==> src/rtl/if_id_redirect.sv <==
// IF/ID pipeline register with decode-stage resolution of J/JAL/JR/BEQ/BNE.
// Drives the fetch redirect inputs and squashes the one wrong-path instruction behind a taken redirect.
//
// state  | meaning
// -------+------------------------------------------------------------
// RUN    | decode live; redirects resolved from the latched instruction
// SQUASH | latched instruction is wrong-path; all redirect/link outputs held 0
module if_id_redirect #(
    parameter int CNT_W = 16
) (
    input  logic             clk,
    input  logic             rst,
    input  logic [31:0]      instr,
    input  logic [31:0]      pc,
    input  logic             flush,
    input  logic [31:0]      rs_data,
    input  logic [31:0]      rt_data,
    output logic [31:0]      id_instr,
    output logic [31:0]      id_pc,
    output logic             id_valid,
    output logic [31:0]      branch_address,
    output logic             branch_ctrl,
    output logic [31:0]      jump_address,
    output logic             jump_ctrl,
    output logic             link_valid,
    output logic [31:0]      link_addr,
    output logic [CNT_W-1:0] redirect_cnt
);

    localparam logic [5:0] OP_SPECIAL = 6'h00;
    localparam logic [5:0] OP_J       = 6'h02;
    localparam logic [5:0] OP_JAL     = 6'h03;
    localparam logic [5:0] OP_BEQ     = 6'h04;
    localparam logic [5:0] OP_BNE     = 6'h05;
    localparam logic [5:0] FN_JR      = 6'h08;

    typedef enum logic {
        RUN    = 1'b0,
        SQUASH = 1'b1
    } state_t;

    state_t      state;
    state_t      state_nx;
    logic        redirect;
    logic        decode_en;
    logic [5:0]  opcode;
    logic [5:0]  funct;
    logic [31:0] pc4;
    logic [31:0] br_offset;
    logic        is_jr;
    logic        cnt_sat;

    assign opcode    = id_instr[31:26];
    assign funct     = id_instr[5:0];
    assign pc4       = id_pc + 32'd4;
    assign br_offset = {{14{id_instr[15]}}, id_instr[15:0], 2'b00};
    assign is_jr     = (opcode == OP_SPECIAL) && (funct == FN_JR);
    assign decode_en = id_valid && (state == RUN);
    assign redirect  = branch_ctrl | jump_ctrl;
    assign cnt_sat   = &redirect_cnt;

    // Targets are formed regardless of opcode; the ctrl bits qualify them.
    assign branch_address = pc4 + br_offset;
    assign jump_address   = is_jr ? rs_data : {pc4[31:28], id_instr[25:0], 2'b00};
    assign link_addr      = pc4;

    always_comb begin
        branch_ctrl = 1'b0;
        jump_ctrl   = 1'b0;
        link_valid  = 1'b0;
        if (decode_en) begin
            case (opcode)
                OP_J:       jump_ctrl = 1'b1;
                OP_JAL: begin
                    jump_ctrl  = 1'b1;
                    link_valid = 1'b1;
                end
                OP_SPECIAL: jump_ctrl = is_jr;
                OP_BEQ:     branch_ctrl = (rs_data == rt_data);
                OP_BNE:     branch_ctrl = (rs_data != rt_data);
                default: begin
                    branch_ctrl = 1'b0;
                    jump_ctrl   = 1'b0;
                end
            endcase
        end
    end

    // Flush wins over a same-cycle redirect: no squash entry.
    always_comb begin
        state_nx = state;
        case (state)
            RUN:     state_nx = (redirect && !flush) ? SQUASH : RUN;
            SQUASH:  state_nx = RUN;
            default: state_nx = RUN;
        endcase
    end

    always_ff @(posedge clk) begin
        if (rst) begin
            id_instr     <= '0;
            id_pc        <= '0;
            id_valid     <= 1'b0;
            state        <= RUN;
            redirect_cnt <= '0;
        end else begin
            id_instr <= instr;
            id_pc    <= pc;
            id_valid <= ~(redirect | flush);
            state    <= state_nx;
            if (redirect && !flush && !cnt_sat)
                redirect_cnt <= redirect_cnt + 1'b1;
        end
    end

endmodule

==> config.mk <==
export PLATFORM = sky130hd
export DESIGN_NAME = if_id_redirect
export DESIGN_NICKNAME = d
export VERILOG_FILES = /design/src/rtl/if_id_redirect.sv
export SDC_FILE = /design/constraint.sdc
export NUM_CORES = 1
export LEC_CHECK = 0
export BUFFER_PORTS_ARGS = -buffer_cell sky130_fd_sc_hd__buf_2
export CAP_MARGIN = 0
export CORE_AREA = 2 2 122 124
export DETAILED_ROUTE_END_ITERATION = 10
export DIE_AREA = 0 0 124 126
export HOLD_SLACK_MARGIN = 0.08
export PLACE_DENSITY = 0.7
export SLEW_MARGIN = 0
export SYNTH_ARGS = -nofsm -noshare
export SYNTH_HDL_FRONTEND = slang
export SYNTH_SLANG_ARGS = --single-unit
==> constraint.sdc <==
create_clock -name clk -period 6 [get_ports clk]
set_input_delay 0.6 -clock clk [delete_from_list [all_inputs] [get_ports clk]]
set_output_delay 0.6 -clock clk [all_outputs]
set_load 0.02 [all_outputs]
==> results of run 1 <==
-- power by group through the flow --
stage	clock (mW)	sequential [mW]	combinational, mW
after floorplan	0	0.630	0.235
after global placement	0	0.609	0.431
after detailed placement	0	0.610	0.432
after CTS	0.582	0.598	0.434
after global routing	0.602	0.601	0.468
final	0.565	0.598	0.431
-- worst max-delay path, stage by stage (launching register included) --
cell and delay [ps]:
dfxtp_1 390, and3_1 210, and3_1 200, nand3_1 220, nor2_1 410, nand4_1 180, xnor2_1 170, ha_1 400
nand3_1 110, nor2_1 110, nand2_1 70, o21ai_2 230, a2111oi_0 150, buf_4 170, nor3_1 380, o221ai_1 220
xnor2_1 270, buf_2 220
-- synthesized netlist by cell type (all sizes together) (14+ instances only) --
cell type,count,area share
xor2,47,0.077
nand2,92,0.065
a21o,25,0.035
nor2,33,0.023
xnor2,42,0.069
nor2b,70,0.082
o21ai,15,0.015
a21oi,34,0.032
dfxtp,82,0.31
nand3,31,0.030
and3,15,0.018
ha,34,0.079
nor4,14,0.024
clkbuf,17,0.012
-- layout make-up --
cell class	count	area (sq um)	share of cell area
Tap cell	184	230	0.0313
Clock inverter	7	77.6	0.0105
Clock buffer	9	225	0.0306
Antenna cell	1	2.50	0.000340
Timing Repair Buffer	315	1590	0.216
Multi-Input combinational cell	535	3570	0.485
Sequential cell	82	1640	0.223
Inverter	6	22.5	0.00306
-- logic make-up after synthesis --
group / after synthesis
AND/OR/NAND/NOR: 294
AO/OA/AOI/OAI: 112
XOR/XNOR: 89
flip-flops: 82
adder cells (fa/ha/maj): 35
buffers and inverters: 30
multiplexers: 5
-- path summary, 6_finish.rpt --
| kind | from | to | slack (ps) |
|---|---|---|---|
| max | id_pc[7]$_SDFF_PP0_ | branch_address[30] | 950 |
| min | state$_SDFF_PP0_ | state$_SDFF_PP0_ | 440 |
| min reg2reg | state$_SDFF_PP0_ | state$_SDFF_PP0_ | 440 |
| max reg2reg | id_instr[3]$_SDFF_PP0_ | redirect_cnt[10]$_SDFFE_PP0P_ | 3480 |
-- layout by cell type (no fill, tap or decap), types with 3 or more instances in the layout --
| master | n |
|---|---|
| buf_2 | 310 |
| nand2_1 | 92 |
| dfxtp_1 | 82 |
| nor2b_1 | 70 |
| xor2_1 | 47 |
| xnor2_1 | 42 |
| a21oi_1 | 34 |
| ha_1 | 34 |
| nor2_1 | 33 |
| nand3_1 | 30 |
| a21o_1 | 25 |
| and3_1 | 15 |
| o21ai_0 | 13 |
| nor4_1 | 9 |
| clkbuf_16 | 9 |
| nand4_1 | 8 |
| a211oi_1 | 8 |
| nor3_1 | 6 |
| inv_1 | 6 |
| o31ai_1 | 6 |
| or3_1 | 6 |
| mux2_2 | 5 |
| or4_1 | 5 |
| buf_4 | 5 |
| o21bai_1 | 4 |
| a31oi_1 | 4 |
| nor4_2 | 4 |
| and2_1 | 3 |
| nand3b_1 | 3 |
-- flip-flops by register name, summed over array words and instances, names as in the netlist --
signal / cells
redirect_cnt: 16
id_pc: 32
id_instr: 32
id_valid: 1
state: 1
-- routing by layer --
layer / vias to the layer above / share of wire
li1: 2867 / -
met1: 2644 / 0.41
met2: 259 / 0.49
met3: 23 / 0.083
met4: 0 / 0.019
met5: - / 0
==> metrics.txt, run 1 <==
outcome=complete, no violations; GRT overflow=0; Initial Utilization=0.374; Post-synth ARST share=0; initial antenna violation count=1; WS Path Type=flip-flop to output port; clock group share of total power=0.355; Rows=44; CTS Root Cell=clkbuf_16; worst setup slack after layout=949 ps; critical path data required time=5400 ps; Pwr Density=216 nW/um^2; clock-pin slew on the worst setup and hold paths=60 ps; Mapped Cells=647; sw power=0.533 mW; clock skew=7.27 ps; Compound-Gate Fraction of Synth Area=0.137; CTS Buf Count=9; Die X=124 microns; Slew HR=0.408; Pleak=3.87 nW; hold-fix buffers at CTS=0; reg2reg path depth=7; Net Sw Frac=0.334; ys flop type=dfxtp_1; sequential share of the synthesized area=0.307; die area=15600 sq um; RD Place Congestion=0.891; CTS HTree Levels=3; XOR/XNOR share of the synthesized area=0.146; WL final=19500 microns; CTS tree=done; Design Area, Final=7360 sq um; fillcell total=1430; max-cap violations=0; Netlist cell types=52; mux share of post-synthesis cell area=0.0105; synthesized area per cell=8.27 sq um; Top Ports=311; CTS max path bufs=2; minimum clock period=5050 ps; first-pass GRT wire length=28500 microns; Syn Nets=813; global routing usage on met1=0.289; post-cts resize count=0; final core occ=0.514; worst skew pair latency=350 ps; Int Power=1.06 mW; Place WS=1370 ps; period utilization=0.842; port bufs=310; Synth Cell Area=5350 sq um; Post-Synth Adder-Cell Area=0.0832; Layout Nets=1115; final hold violation count=0; fmax=198 MHz; Fin Hold WS=436 ps; Placed Cells=1122; met2 Usage GRT=0.416; WP data arrival=4450 ps; GRT Max-Usage Layer=met2; CP startpoint kind=flip-flop; final slew viol count=0; DRC=0; area delta synth->final=37.6%; Setup Buffers After CTS=0; met3 Use GR=0.0661; Area after DPL=7060 sq um; Post-Layout Cell Count=1139; RSZ-0062 raised after global routing=false; Max VDD drop=0.133 mV; detail-routed via count per cell=5.09; Synthesis Warnings=0; number of synthesized register bits=82; per-cell routed wire length=17.1 microns; Flop pwr share=0.375; global-route usage over all layers=0.241; CP Capture Type=output port; largest family of logic cells by synthesized area=simple AND/OR/NAND/NOR gates; combinational power share=0.270; final antenna-violating net count=0; largest net degree at the start of global routing=85; first-pass detailed-route iteration total=5; total power=1.59 mW; clk sinks=82; Post-Synth Simple-Gate Area=0.291; Die H=126 microns; Setup violations, final=0; number of synthesized flops with an enable pin=0; vias in the first global route=5292; maximum fanout along the worst path=7; worst slew pin tran=889 ps; post-route setup TNS=0 ps; HPWL reported at the end of detailed placement=15900 microns; share of layout cells above drive strength 1=0.368; worst hold path depth=1; DRT iter0 DRCs=310; Core Footprint=14300 sq um; DR vias=5793; Worst Hold Class=flip-flop to flip-flop
Power figures use the tool's default switching activity.
==> inputs of run 2 (changes only) <==
--- a/config.mk
+++ b/config.mk
@@ -7,11 +7,11 @@
 export LEC_CHECK = 0
 export BUFFER_PORTS_ARGS = -buffer_cell sky130_fd_sc_hd__buf_2
 export CAP_MARGIN = 0
-export CORE_AREA = 2 2 122 124
+export CORE_MARGIN = 2
+export CORE_UTILIZATION = 40
 export DETAILED_ROUTE_END_ITERATION = 10
-export DIE_AREA = 0 0 124 126
 export HOLD_SLACK_MARGIN = 0.08
-export PLACE_DENSITY = 0.7
+export PLACE_DENSITY = 0.77
 export SLEW_MARGIN = 0
 export SYNTH_ARGS = -nofsm -noshare
 export SYNTH_HDL_FRONTEND = slang
==> constraint.sdc (replaced) <==
create_clock -name clk -period 4.4 [get_ports clk]
set_input_delay 0.44 -clock clk [delete_from_list [all_inputs] [get_ports clk]]
set_output_delay 0.44 -clock clk [all_outputs]
set_load 0.02 [all_outputs]
==> metrics.txt, run 2 (synthesized netlist as in run 1, its figures left out) <==
share of layout cells above drive strength 1=0.396 (+0.0281); outcome=complete, no violations; DRT iter0 DRCs=287 (-7.4%); final hold violation count=0 (unchanged); clock-pin slew on the worst setup and hold paths=70 ps (about the same); Layout Nets=1123 (+0.72%); Net Sw Frac=0.330 (-0.00386); CTS tree=done; Die H=120 microns (-5.0%); CTS max path bufs=2 (unchanged); initial antenna violation count=0 (-1); per-cell routed wire length=17.1 microns (about the same); hold-fix buffers at CTS=0 (unchanged); sw power=0.731 mW (+37%); DRC=0 (unchanged); final slew viol count=0 (unchanged); WL final=19500 microns (-0.17%); largest net degree at the start of global routing=46 (-46%); fillcell total=1228 (-14%); clock skew=11.7 ps (+4.45 ps); DR vias=5912 (+2.1%); worst skew pair latency=350 ps (about the same); Rows=42 (-4.5%); CTS HTree Levels=3 (unchanged); clk sinks=82 (unchanged); CP startpoint kind=flip-flop; WP data arrival=3840 ps (-610 ps); Core Footprint=13100 sq um (-8.2%); largest registers=id_instr x32, id_pc x32, redirect_cnt x16; met2 wire length=9450 microns (-1.4%); RD Place Congestion=0.952 (+6.9%); first-pass detailed-route iteration total=5 (unchanged); critical path data required time=3960 ps (-1440 ps); minimum clock period=4280 ps; Worst Hold Class=input pin to flip-flop; clock group share of total power=0.359 (+0.004); CTS Buf Count=9 (unchanged); Initial Utilization=0.407 (+0.0335); Design Area, Final=7570 sq um (+2.9%); global-route usage over all layers=0.262 (+0.0205); port bufs=310 (unchanged); HPWL reported at the end of detailed placement=15800 microns (-1.1%); most common cell after layout, fill and taps aside=buf_2; commonest cells after routing, fill and taps aside=309 x buf_2, 92 x nand2_1, 81 x dfxtp_1; Area after DPL=7110 sq um (+0.71%); GRT overflow=0 (unchanged); detail-routed via count per cell=5.20 (+2.1%); Top Ports=311 (unchanged); worst slew pin tran=841 ps (-47.6 ps); Flop pwr share=0.368 (-0.007); Slew HR=0.439 (+0.0318); Int Power=1.48 mW (+40%); total power=2.21 mW (+39%); Pleak=3.95 nW (+2.0%); final core occ=0.577 (+0.0621); period utilization=0.974; uppermost routed layer=met4; die area=14300 sq um (-8.3%); combinational power share=0.274 (+0.004); CP Capture Type=output port; vias in the first global route=5550 (+4.9%); fmax=233 MHz; area delta synth->final=41.5%; WS Path Type=flip-flop to output port; final antenna-violating net count=0 (unchanged); met3 wire len=1540 microns (-4.8%); maximum fanout along the worst path=7 (unchanged); Diodes inserted=0 (-1); max-cap violations=0 (unchanged); Die X=120 microns (-3.5%); Pwr Density=292 nW/um^2 (+35%); first-pass GRT wire length=29200 microns (+2.3%); Max VDD drop=0.224 mV (+69%); WL met1=7930 microns (-0.14%); CTS Root Cell=clkbuf_16; Setup violations, final=0 (unchanged)
[run 2: cell count changes in the layout (fill, tap and decap cells not counted), sizes merged]
cell / before / now
inv: 8 / 7
buf: 315 / 323
clkbuf: 9 / 11
diode: 1 / 0
clkinv: 3 / 2
[run 2: worst paths after layout]
kind | start | slack [ps] | endpoint | depth (start not counted)
worst max-delay path | id_pc[4]$_SDFF_PP0_ | 120 | branch_address[29] | 14
worst min-delay path | instr[24] | 300 | id_instr[24]$_SDFF_PP0_ | 2
worst max register to register | id_instr[3]$_SDFF_PP0_ | 1730 | redirect_cnt[10]$_SDFFE_PP0P_ | 8
worst min register to register | state$_SDFF_PP0_ | 430 | state$_SDFF_PP0_ | 1
[run 2: what timing repair did]
action,in CTS,in global routing
endpoints found under the setup margin,8,9
setup buffers,1,1
resized for setup,10,20
pin swaps,2,3
[run 2: layout make-up]
class	count	area, sq um	area share
Clock buffer	11	253	0.0334
Multi-Input combinational cell	535	3720	0.492
Tap cell	176	220	0.0291
Timing Repair Buffer	323	1650	0.218
Sequential cell	82	1640	0.217
Clock inverter	5	60.1	0.00793
Inverter	6	22.5	0.00297
[run 2: per-layer routing]
| layer | vias up | GRT usage |
|---|---|---|
| li1 | 2875 | - |
| met2 | 275 | 0.451 |
| met5 | - | 0 |
| met3 | 33 | 0.0547 |
| met4 | 0 | 0.107 |
| met1 | 2729 | 0.317 |
[run 2: power by group through the flow]
stage / combinational [mW] / sequential [mW] / clock (mW)
floorplan: 0.321 / 0.860 / 0
global placement: 0.590 / 0.827 / 0
detailed placement: 0.592 / 0.828 / 0
CTS: 0.597 / 0.812 / 0.805
global route: 0.649 / 0.817 / 0.838
finish: 0.606 / 0.814 / 0.794
[run 2: metrics by stage]
stage / std cells / setup slack (ps) / TNS, ps / hold WS, ps
floorplan: 647 / 6.63 / 0 / 402
CTS: 1137 / 11.7 / 0 / 286
global route: 1138 / -11.1 / -11.1 / 296
global placement: 1120 / 334 / 0 / 414
detailed placement: 1120 / 166 / 0 / 422
finish: 1138 / 116 / 0 / 298
[run 2: critical path, cell delays in order, from the launching register on]
cell and delay (ps):
dfxtp_1 430, and3_4 260, and3_1 210, and3_1 180, xor2_1 200, ha_1 330, a21oi_1 230, nand2_1 100
a211oi_2 240, o31ai_2 150, o2111ai_2 300, a31oi_4 180, a211o_1 290, a22oi_1 180, buf_2 210
